`config.mk`:
```
export PLATFORM = sky130hd
export DESIGN_NAME = score_keeper
export DESIGN_NICKNAME = d
export VERILOG_FILES = /design/src/rtl/score_pkg.sv /design/src/rtl/score_keeper_verdict_edge.sv /design/src/rtl/score_keeper.sv
export SDC_FILE = /design/constraint.sdc
export NUM_CORES = 1
export LEC_CHECK = 0
export CAP_MARGIN = 20
export CORE_MARGIN = 1.5
export CORE_UTILIZATION = 40
export CTS_CLUSTER_DIAMETER = 50
export DETAILED_ROUTE_END_ITERATION = 6
export GPL_TIMING_DRIVEN = 0
export HOLD_SLACK_MARGIN = 0.12
export PLACE_DENSITY = 0.81
export SYNTH_ARGS = -nofsm -noshare
export SYNTH_HDL_FRONTEND = slang
export SYNTH_SLANG_ARGS = --single-unit
```
`constraint.sdc`:
```
create_clock -name clk -period 1.6 [get_ports clk]
set_input_delay 0.32 -clock clk [delete_from_list [all_inputs] [get_ports clk]]
set_output_delay 0.32 -clock clk [all_outputs]
set_load 0.01 [all_outputs]
```
`src/rtl/score_pkg.sv`:
```
// Shared constants for the score_keeper slice: verdict codes from Decision,
// game-state encodings and the counter width.
package score_pkg;

    localparam int unsigned CNT_W = 4;

    localparam logic [CNT_W-1:0] CNT_ONE = CNT_W'(1);

    // Verdict codes produced by Decision
    localparam logic [1:0] RES_NONE    = 2'b00;
    localparam logic [1:0] RES_WRONG   = 2'b01;
    localparam logic [1:0] RES_CORRECT = 2'b10;
    localparam logic [1:0] RES_INVALID = 2'b11;

    // Game state encodings, visible on the state output
    localparam logic [1:0] ST_IDLE = 2'b00;
    localparam logic [1:0] ST_PLAY = 2'b01;
    localparam logic [1:0] ST_WIN  = 2'b10;
    localparam logic [1:0] ST_LOSE = 2'b11;

endpackage

```
`src/rtl/score_keeper_verdict_edge.sv`:
```
// verdict_edge: registers the previous verdict and flags the first cycle of
// each new nonzero verdict as a round event. A verdict held for many cycles,
// or a direct change between two nonzero codes, produces no further event.
module verdict_edge
    import score_pkg::*;
(
    input  logic       clk,
    input  logic       rst,
    input  logic [1:0] result,
    output logic       evt,
    output logic [1:0] code
);

    logic [1:0] res_q;

    // Track the previous verdict every cycle, regardless of game state
    always_ff @(posedge clk) begin
        if (rst) begin
            res_q <= RES_NONE;
        end else begin
            res_q <= result;
        end
    end

    // Event on the rising side of a verdict: nonzero now, none last cycle
    always_comb begin
        evt  = (result != RES_NONE) && (res_q == RES_NONE);
        code = result;
    end

endmodule

```
`src/rtl/score_keeper.sv`:
```
// score_keeper: round/score bookkeeping downstream of Decision.
// Counts hits and misses per game, declares WIN or LOSE, and keeps an
// optional hit streak when the SCORE_STREAK_EN macro is defined (otherwise
// streak and best_streak are tied to zero).
module score_keeper
    import score_pkg::*;
#(
    parameter int unsigned ROUNDS    = 8,
    parameter int unsigned WIN_SCORE = 5
) (
    input  logic             clk,
    input  logic             rst,
    input  logic [1:0]       result,
    input  logic             start,
    output logic [1:0]       state,
    output logic [CNT_W-1:0] hits,
    output logic [CNT_W-1:0] misses,
    output logic [CNT_W-1:0] rounds,
    output logic             game_over,
    output logic             err,
    output logic [CNT_W-1:0] streak,
    output logic [CNT_W-1:0] best_streak
);

    logic             evt;
    logic [1:0]       code;
    logic [1:0]       state_n;
    logic [CNT_W-1:0] hits_n;
    logic [CNT_W-1:0] misses_n;
    logic [CNT_W-1:0] rounds_n;
    logic             err_n;
    logic             clear;
    logic             count;

    verdict_edge u_edge (
        .clk    (clk),
        .rst    (rst),
        .result (result),
        .evt    (evt),
        .code   (code)
    );

    // Next-state and counter update; start overrides any coincident event
    always_comb begin
        state_n  = state;
        hits_n   = hits;
        misses_n = misses;
        rounds_n = rounds;
        err_n    = err;
        clear    = 1'b0;
        count    = 1'b0;

        case (state)
            ST_PLAY: begin
                if (start) begin
                    clear = 1'b1;
                end else if (evt) begin
                    count = 1'b1;
                end
            end
            default: begin
                if (start) begin
                    clear   = 1'b1;
                    state_n = ST_PLAY;
                end
            end
        endcase

        if (count) begin
            rounds_n = rounds + CNT_ONE;
            if (code == RES_CORRECT) begin
                hits_n = hits + CNT_ONE;
            end else begin
                misses_n = misses + CNT_ONE;
            end
            if (code == RES_INVALID) begin
                err_n = 1'b1;
            end
            // Win is checked first so a final-round win beats the round limit
            if (hits_n == CNT_W'(WIN_SCORE)) begin
                state_n = ST_WIN;
            end else if (rounds_n == CNT_W'(ROUNDS)) begin
                state_n = ST_LOSE;
            end
        end

        if (clear) begin
            hits_n   = '0;
            misses_n = '0;
            rounds_n = '0;
            err_n    = 1'b0;
        end
    end

    // Register game state, counters and the derived game_over flag
    always_ff @(posedge clk) begin
        if (rst) begin
            state     <= ST_IDLE;
            hits      <= '0;
            misses    <= '0;
            rounds    <= '0;
            err       <= 1'b0;
            game_over <= 1'b0;
        end else begin
            state     <= state_n;
            hits      <= hits_n;
            misses    <= misses_n;
            rounds    <= rounds_n;
            err       <= err_n;
            game_over <= (state_n == ST_WIN) || (state_n == ST_LOSE);
        end
    end

`ifdef SCORE_STREAK_EN
    logic [CNT_W-1:0] streak_q;
    logic [CNT_W-1:0] best_q;
    logic [CNT_W-1:0] streak_inc;

    assign streak_inc = streak_q + CNT_ONE;

    // Consecutive-hit tracking, cleared with the other counters on start
    always_ff @(posedge clk) begin
        if (rst || clear) begin
            streak_q <= '0;
            best_q   <= '0;
        end else if (count) begin
            if (code == RES_CORRECT) begin
                streak_q <= streak_inc;
                if (streak_inc > best_q) begin
                    best_q <= streak_inc;
                end
            end else begin
                streak_q <= '0;
            end
        end
    end

    assign streak      = streak_q;
    assign best_streak = best_q;
`else
    assign streak      = '0;
    assign best_streak = '0;
`endif

endmodule

```
Word level (Yosys, flattened, before mapping) --
Cells that the tools add are included.
Cells by class: multiplexer cells 11, equal/unequal tests 7, add/subtract/negate cells 3, reductions and logical operators 7, bitwise logic cells 1
Operator list (number):
- adder 4 x 1 -> 4 bit, second input constant | 3
- 2-to-1 mux 2 bit | 5
- equality test 2 bit, second input constant | 4
- 2-to-1 mux 4 bit | 2
- equality test 4 x 3 -> 1 bit, second input constant | 1
- equality test 4 bit, second input constant | 1
- 2-to-1 mux 1 bit | 4
- AND reduction 2 bit | 2
- equality test 2 x 1 -> 1 bit, second input constant | 1
- zero test 2 bit | 1
- nonzero test 2 bit | 1
- OR reduction 2 bit | 1
- logical AND 1 bit | 1
- logical OR 1 bit | 1
- NOT 1 bit | 1
Storage, ports and cells: input port bits 5, bits in registers 18, logic and storage cells 36

Longest topological paths before layout --
depth in word-level cells 11, mapped depth 5, depth with buffers taken out 5

Hierarchy --
A second synthesis with hierarchy kept.
Unflattened totals: cells, all modules 103, area, all modules 933.4 um^2
Modules (own cells, without submodules):
- score_keeper | cells each 95, times used 1, area an instance 852.1 um^2, seq. area each 320.3 um^2
- verdict_edge | cells each 8, times used 1, area an instance 81.3 um^2, seq. area each 40.0 um^2

Worst setup path before layout --
Ideal clock, no wire load.
kind flip-flop to flip-flop, start point register hits[0], end point register state[1], data arrival time 1.525 ns, path buffers 0, period minus slack after synthesis 1.585 ns, setup time 0.059 ns, data required time 1.541 ns, slack 0.015 ns, stages on the path, launching flop included 6, cell sequence dfxtp_1 > ha_1 > nand2b_1 > a211o_1 > a2111oi_2 > o31a_1
On the way: cells in the longest elaborated chain, start to end 6
RTL lines:
- from (decl) | RTL line score_keeper.sv:16 | output logic [CNT_W-1:0] hits,
- from (signal assigned) | RTL line score_keeper.sv:106 | hits <= hits_n;
- adder 4 x 1 -> 4 bit | RTL line score_keeper.sv:72 | hits_n = hits + CNT_ONE;
- 2-to-1 mux 4 bit (*) | RTL line score_keeper.sv:71 | if (code == RES_CORRECT) begin
- 2-to-1 mux 4 bit (*) | RTL line score_keeper.sv:69 | if (count) begin
- equality test 4 x 3 -> 1 bit (*) | RTL line score_keeper.sv:80 | if (hits_n == CNT_W'(WIN_SCORE)) begin
- 2-to-1 mux 2 bit (*) | RTL line score_keeper.sv:80
- 2-to-1 mux 2 bit (*) | RTL line score_keeper.sv:69
- to (signal assigned) | RTL line score_keeper.sv:105 | state <= state_n;
- to (decl) | RTL line score_keeper.sv:15 | output logic [1:0] state,
Mark *: on every way between the ends. The rest lies on a longest branch, timed or not. The select of a mux whose other input is x is not followed. A chain may end at the register's enable or synchronous reset.

Worst setup path after layout --
start point register state[1], end point register hits[1]
On the way: cells in the longest elaborated chain, start to end 2
RTL lines:
- equality test 2 x 1 -> 1 bit | RTL line score_keeper.sv:53 | case (state)
- 2-to-1 mux 1 bit | RTL line score_keeper.sv:53
Every way passes these cells.

==> summary.md <==
| Metric | Value |
|---|---|
| Clock Path Buffers | `2` |
| DR pass1 iterations | `4` |
| Synth Register Bits | `17` |
| Worst path max stage delay | `0.61 ns` |
| Crit-path cells | `or4b_4 -> nor3_4 -> mux2i_1 -> nor2_1` |
| Total of max-cap violations | `0` |
| # H-tree levels | `1` |
| Setup slack after layout | `-0.0167 ns` |
| Seq/Total Area, Yosys | `0.378` |
| Cells after Synth | `97` |
| Syn avg cell area | `9.27 µm²` |
| Crit path kind | `register to register` |
| Critical Path AT | `1.79 ns` |
| Die H | `50.4 µm` |
| Pwr/cell area | `604 nW/µm²` |
| Fraction of layout cells with a size suffix above 1 | `0.318` |
| DP HPWL | `1.30 mm` |
| Reg-to-reg setup timing slack | `-0.02 ns` |
| Post-route ant nets | `0` |
| Global-route wire length before repair | `3.06 mm` |
| Nets@finish | `138` |
| Residual DRC | `0` |
| Antenna Cells | `0` |
| Main synth FF type | `dfxtp_1` |
| Rows | `16` |
| Tcrit/Tclk final | `1.01` |
| Fill cell count | `191` |
| Final Cell Area | `1280 µm²` |
| Routed len/inst | `12.1 µm` |
| Endpoints failing setup | `1` |
| CTS tree | `built` |
| Worst-Skew Late Latency | `0.30 ns` |
| Clk slew on worst S/H paths | `0.11 ns` |
| Top post-synthesis cells by area | `dfxtp_1 (38%), buf_4 (8.3%), xnor2_1 (4.9%)` |
| CTS buffer count | `3` |
| Register Area | `360 µm²` |
| R2R Path Start | `state[1]` |
| Max VDD drop | `0.484 mV` |
| Syn-to-layout area delta | `42.3%` |
| Reg-to-reg endpoint | `hits[1]` |
| Status | `finished, violations left` |
| HP Class | `primary input to register` |
| Clock Sinks | `17` |
| Leakage | `0.544 nW` |
| Worst reg-to-reg path cell count | `4` |
| GR Overflow Total | `0` |
| Area of the multi-input gates | `557 µm²` |
| Leading area contributor after synthesis | `dfxtp_1` |
| Routed WL | `1.89 mm` |
| Vias in the first global route | `698` |
| Final TNS setup | `-0.0167 ns` |
| Routed vias/inst | `4.86` |
| Slowest cell on crit path | `or4b_4` |
| Top cell type's share of synthesized area | `0.378` |
| Worst-margin pin slew | `0.543 ns` |
| Placement Cell Area | `1160 µm²` |
| Distinct cells, synth | `34` |
| Critical path endpoint category | `register` |
| Synthesized area | `900 µm²` |
| Max frequency | `0.619 GHz` |
| Clk_skew | `0.00785 ns` |
| Hold Crit Endpoint | `u_edge.res_q[0]` |
| HP Start | `result[0]` |
| Tmin final | `1.62 ns` |
| GR Util All Layers | `0.158` |
| Commonest cells after routing, fill and taps aside | `clkdlybuf4s50_1 (12), buf_4 (11), nor2_1 (11)` |
| RePlAce Congestion | `0.716` |
| DRT iter0 DRCs | `10` |
| CORE AREA | `2040 µm²` |
| Largest net degree at the start of global routing | `12` |
| Synth async-reset ratio | `0` |
| Unrepaired setup endpoints after global routing | `yes` |
| Crit path required time | `1.77 ns` |
| Ports | `29` |
| Via count of the routed design | `758` |
| Number of flops mapped to enable cells by yosys | `0` |
| Violated checks | `negative setup slack` |
| Synth warn | `0` |
| Hold Path Cell Cnt | `2` |
| Starting Density | `0.441` |
| I/O Buffers | `20` |
| Crit path max fanout | `5` |
| Worst Setup Start Kind | `register` |
| Final hold viol count | `0` |
| Die W | `50.4 µm` |
| Final count of pins violating max slew | `0` |
| Hold Buf Count CTS | `0` |
| Commonest non-fill, non-tap cell in the layout | `clkdlybuf4s50_1` |
| Root buffer cell | `clkbuf_4` |
| Rel. slew slack | `0.638` |
| Antenna violations before repair | `0` |
| Die area | `2540 µm²` |
flip-flops by register name, indices dropped and copies added (netlist names):
register,count
state,2
u_edge.res_q,2
err,1
rounds,4
misses,4
hits,4
metrics by stage:
stage	hold slack, ns	setup WS (ns)	util	cells	power [W]
3_5_place_dp	0.472	-0.507	0.568	151	0.000534
2_1_floorplan	0.392	0.0151	-	104	0.000504
4_1_cts	0.482	-0.0108	0.601	155	0.000776
5_1_grt	0.362	-0.0882	0.627	156	0.000810
6_report	0.355	-0.0167	0.627	156	0.000773
3_3_place_gp	0.455	-0.491	0.568	151	0.000533
worst max-delay path, delay by kind of cell (launching register included):
family / cells / cell delay, ns
simple gates: 3 / 0.90
flops: 1 / 0.38
mux: 1 / 0.21
metal layers:
layer | global-route usage | up-vias | part of all wire | wire [µm]
li1 | - | 379 | - | -
met1 | 0.187 | 357 | 0.43 | 809
met2 | 0.274 | 22 | 0.51 | 962
met3 | 0.0595 | 0 | 0.063 | 120
met4 | 0.0270 | 0 | 0 | 0
met5 | 0 | - | 0 | 0
power breakdown:
part / total (W) / leakage [nW] / switching (W) / internal, W
logic: 0.0000991 / 0.386 / 0.0000561 / 0.0000431
registers: 0.000431 / 0.144 / 0.00000553 / 0.000426
clock network: 0.000243 / 0.0139 / 0.000147 / 0.0000953
synthesized netlist by cell type, types with 2 or more instances:
| cell | instances |
|---|---|
| a21oi_1 | 3 |
| buf_4 | 10 |
| dfxtp_1 | 17 |
| ha_1 | 3 |
| inv_1 | 3 |
| nand2_1 | 5 |
| nand2b_1 | 3 |
| nand3_1 | 6 |
| nor2_1 | 11 |
| nor2b_1 | 2 |
| nor3_1 | 3 |
| xnor2_1 | 5 |
| xor2_1 | 5 |
area by class of cell:
class | count | area share
inverters | 3 | 0.00880
clock inverters | 1 | 0.00587
multi-input cells | 73 | 0.435
flip-flops and latches | 17 | 0.282
well taps | 27 | 0.0264
clock buffers | 3 | 0.0176
plain buffers | 11 | 0.0616
repair buffers | 21 | 0.163
kinds of logic (layout without fill, tap and decap cells):
family	after synthesis	count (layout)	share of synthesized area
and+or+nand+nor	41	41	0.278
DFF	17	17	0.378
buffers and inverters	14	39	0.100
AOI/OAI and AO/OA	10	10	0.0890
xor gates and xnor gates	10	10	0.0974
adders and majority gates	3	3	0.0417
other	1	8	0.00417
muxes	1	1	0.0111
how the worst max path moves through the flow:
stage                  start  endpoint  slack, ns  cells after the start
floorplan            hits[0]  state[1]       0.02                      5
global placement       start  state[1]      -0.49                      5
detailed placement     start  state[1]      -0.51                      5
CTS                  hits[0]  state[1]      -0.01                      5
global route        state[1]   hits[1]      -0.09                      4
finish              state[1]   hits[1]      -0.02                      4
timing repair:
action,CTS,global route
pin swaps,2,6
endpoints found under the hold margin,0,0
buffers inserted,0,1
setup endpoints to repair,17,19
gates resized for setup,15,18
No activity file was read; power rests on OpenSTA's default activity.
==> RTL edit 1 (same settings) <==
Add an input register stage for `result`, without a reset; this delays it by one clock. The other inputs are not delayed to match.
--- a/src/rtl/score_keeper.sv
+++ b/src/rtl/score_keeper.sv
@@ -22,6 +22,12 @@
     output logic [CNT_W-1:0] best_streak
 );
 
+    logic [1:0] result_q;
+
+    always_ff @(posedge clk) begin
+        result_q <= result;
+    end
+
     logic             evt;
     logic [1:0]       code;
     logic [1:0]       state_n;
@@ -35,7 +41,7 @@
     verdict_edge u_edge (
         .clk    (clk),
         .rst    (rst),
-        .result (result),
+        .result (result_q),
         .evt    (evt),
         .code   (code)
     );
Function: changed (Yosys sat finds a counterexample within 4 cycles, from zero or initial values and one cycle with rst high).
==> RTL edit 1 against the unedited design <==
  * Global-route usage fell by 0.32 points
  * Largest power group unchanged
  * Wire length shrank 10%
  * Highest routed layer is now met4
  * Cell area down 0.49%
  * Sequential cell count up 2
  * Critical path type is now reg2out
  * Worst setup slack better by 36 ps
  * Final cell count grew 0.64%
  * Area after synthesis grew 3.5%
  * Worst hold slack gained 93 ps
  * Power up 6.6%
==> RTL edit 1: results (changes against the unedited design) <==
[yosys]
synth_mux_area_share_pct = 1.08  ; was 1.11%
synth_fa_ha_area_share_pct = 4.03  ; was 4.17%
synthTopCellsByArea = dfxtp_1, buf_4, xnor2_1, nor2_1, ha_1  ; was dfxtp_1, buf_4, xnor2_1, xor2_1, nor2_1
ys_top_cells_by_count = dfxtp_1, nor2_1, buf_4  ; unchanged
synth_compound_area_share_pct = 8.87  ; was 8.90%
synth_cell_types = 33  ; was 34
synthXorXnorAreaFrac_pct = 9.41  ; was 9.74%
yosysSeqAreaShare_pct = 40.9  ; was 37.8%

[min_path]
hold_depth = 1  ; was 2
hold_start = result[1]  ; was result[0]
min_to = result_q[1]  ; was u_edge.res_q[0]

[global_routing]
met3_usage_pct = 3.80  ; was 5.95%
grt_pass1_wl_mm = 2.97  ; was 3.06 mm
use_met1_pct = 18.4  ; was 18.7%
grt_pass1_vias = 707  ; was 698

[critical_path]
cpPeakStageDelay_ps = 560  ; was 610 ps
r2r_start = u_edge.res_q[1]  ; was state[1]
critPathSlowestCell = clkdlybuf4s50_1  ; was or4b_4
arrival_ps = 1260  ; was 1790 ps
path_delay_family = buffers and inverters  ; was simple AND/OR/NAND/NOR gates
r2r_setup_slack_ps = 30  ; was -20 ps
startpoint = hits[1]  ; was state[1]

[placed_design]
placed_cell_area_sq_um = 1190  ; was 1160 sq um
dpl.hpwl_mm = 1.29  ; was 1.30 mm

[detailed_routing]
drt_iter0_markers = 4  ; was 10
wl_met1_um = 753  ; was 809 um
wl_met3_um = 73  ; was 120 um
maxUsedRoutingLayer = met4  ; was met3
totalWireLength_mm = 1.69  ; was 1.89 mm
viasPerCell = 4.66  ; was 4.86

[finish]
nFillCells = 206  ; was 191

[sta]
holdWs_ps = 448  ; was 355 ps
skew_ps = 1.72  ; was 7.85 ps

[run_status]
status = finished, final reports clean  ; was finished, violations left

[power_and_ir_drop]
p_leak_nw = 0.476  ; was 0.544 nW

-- RTL edit 1: metrics by stage --
stage               cells  worst slack, ps
floorplan             103             38.2
global placement      151             -481
detailed placement    151             -516
CTS                   157             1.68
global route          157            -80.0
finish                157             19.5
-- RTL edit 1: area by class of cell --
class | count | area (sq um) | share of cell area (%)
multi-input combinational | 72 | 520 | 40.9
inverter | 2 | 7.51 | 0.589
clock buffer | 3 | 22.5 | 1.77
timing repair buffer | 22 | 214 | 16.8
buffer | 10 | 71.3 | 5.60
sequential | 19 | 398 | 31.2
tap | 28 | 35.0 | 2.75
clock inverter | 1 | 5.00 | 0.393
-- RTL edit 1: power breakdown --
group	internal (mW)	switching (mW)
clock	0.0931	0.143
sequential	0.480	0.0109
combinational	0.0491	0.0469
total	0.622	0.201
-- RTL edit 1: repair_timing --
item / CTS / global route
resized for setup: 9 / 11
endpoints found under the setup margin: 15 / 15
buffers inserted: 2 / 0
pin swaps: 2 / 3
==> RTL edit 2 (config.mk and constraints unchanged) <==
Without the edit above. `CNT_W`: 4 -> 3.
--- a/src/rtl/score_pkg.sv
+++ b/src/rtl/score_pkg.sv
@@ -2,7 +2,7 @@
 // game-state encodings and the counter width.
 package score_pkg;
 
-    localparam int unsigned CNT_W = 4;
+    localparam int unsigned CNT_W = 3;
 
     localparam logic [CNT_W-1:0] CNT_ONE = CNT_W'(1);
 
Interface: changed (5 resized); port bits go from 29 to 24. No check against the original RTL was run, so the function may have changed too.
==> RTL edit 2 against the unedited design <==
  * Cell area fell by 18%
  * Power fell by 17%
  * Wire length fell by 28%
  * First-iteration DRC count fell by 10%
  * Worst setup slack improved by 49 ps
  * Area after synthesis fell by 18%
  * Final cell count fell by 18%
  * Sequential cell count fell by 3
  * Utilization fell by 2.0 points
  * Largest power group unchanged
  * Highest routed layer is now met4
==> RTL edit 2: results (changes against the unedited design) <==
[yosys]
synthTopCellsByArea = dfxtp_1, buf_4, ha_1, nor4b_4, nor2_1  ; was dfxtp_1, buf_4, xnor2_1, xor2_1, nor2_1
synth_cell_types = 30  ; was 34
syn_inst = 73  ; was 97
yosysSeqAreaShare_pct = 38.0  ; was 37.8%

[global_routing]
grt_usage_pct = 14.9  ; was 15.8%
met3_usage_pct = 2.78  ; was 5.95%
grt_pass1_wl_mm = 2.27  ; was 3.06 mm
grt_max_degree = 11  ; was 12
use_met1_pct = 21.9  ; was 18.7%

[detailed_routing]
vias = 578  ; was 758
totalWireLength_mm = 1.37  ; was 1.89 mm
wl_met1_um = 679  ; was 809 um
drt_iter0_markers = 9  ; was 10
maxUsedRoutingLayer = met4  ; was met3
wl_met2_um = 606  ; was 962 um

[critical_path]
startpoint = hits[2]  ; was state[1]
critPathSlowestCell = clkdlybuf4s50_1  ; was or4b_4
r2r_setup_slack_ps = 90  ; was -20 ps
arrival_ps = 1250  ; was 1790 ps

[placed_design]
pre_cts_slack_ps = -523  ; was -507 ps
placed_cell_area_sq_um = 958  ; was 1160 sq um
place_congestion = 0.726  ; was 0.716

[sta]
min_period_ps = 1570  ; was 1620 ps
skew_ps = 2.85  ; was 7.85 ps
holdWs_ps = 421  ; was 355 ps

[cts]
cts.reportedPaths.clkPinSlew_ps = 80  ; was 110 ps
worstSkewPairLatency_ps = 280  ; was 300 ps

[finish]
seqCellArea_sq_um = 287  ; was 360 sq um
final_nets = 114  ; was 138
largest_registers = hits: 3 flops, misses: 3 flops, rounds: 3 flops  ; was hits: 4 flops, misses: 4 flops, rounds: 4 flops

[run_status]
status = finished, final reports clean  ; was finished, violations left

[power_and_ir_drop]
p_switching_uw = 153  ; was 209 uW

[RTL edit 2: cell count changes after synthesis, sizes merged, moves of 2 or more]
| cell | delta |
|---|---|
| mux2i | +2 |
| xor2 | -3 |
| dfxtp | -3 |
| nor4 | -2 |
| nand2 | -4 |
| buf | -3 |
| nor3 | -3 |
| nand2b | -2 |
| nand3 | -5 |
[RTL edit 2: timing repair]
item,in CTS,in global routing
setup buffers,5,0
hold buffers,0,0
gates resized for setup,5,8
setup endpoints to repair,10,13
pin swaps,2,3
[RTL edit 2: cell families (layout without fill, tap and decap cells)]
group | count (synthesis) | after routing | synth area share [%]
AO/OA/AOI/OAI | 7 | 7 | 7.80
XOR/XNOR | 7 | 7 | 8.31
adder cells (fa/ha/maj) | 4 | 4 | 6.78
buffers and inverters | 10 | 35 | 8.64
flip-flops | 14 | 14 | 38.0
multiplexers | 3 | 3 | 4.07
other | 1 | 6 | 0.508
AND/OR/NAND/NOR | 27 | 27 | 25.9
[RTL edit 2: final cells by class]
| cell class | instances | area share, % |
|---|---|---|
| multi-input combinational | 54 | 40.9 |
| sequential | 14 | 27.4 |
| timing repair buffer | 22 | 20.4 |
| buffer | 8 | 5.50 |
| tap | 25 | 2.99 |
| clock buffer | 3 | 2.15 |
| inverter | 2 | 0.717 |
[RTL edit 2: power by group through the flow]
stage | clock [mW] | combinational (mW) | sequential (mW)
3_5_place_dp | 0 | 0.0743 | 0.369
5_1_grt | 0.208 | 0.0932 | 0.359
2_1_floorplan | 0 | 0.0466 | 0.369
3_3_place_gp | 0 | 0.0733 | 0.368
4_1_cts | 0.199 | 0.0831 | 0.358
6_report | 0.195 | 0.0852 | 0.359
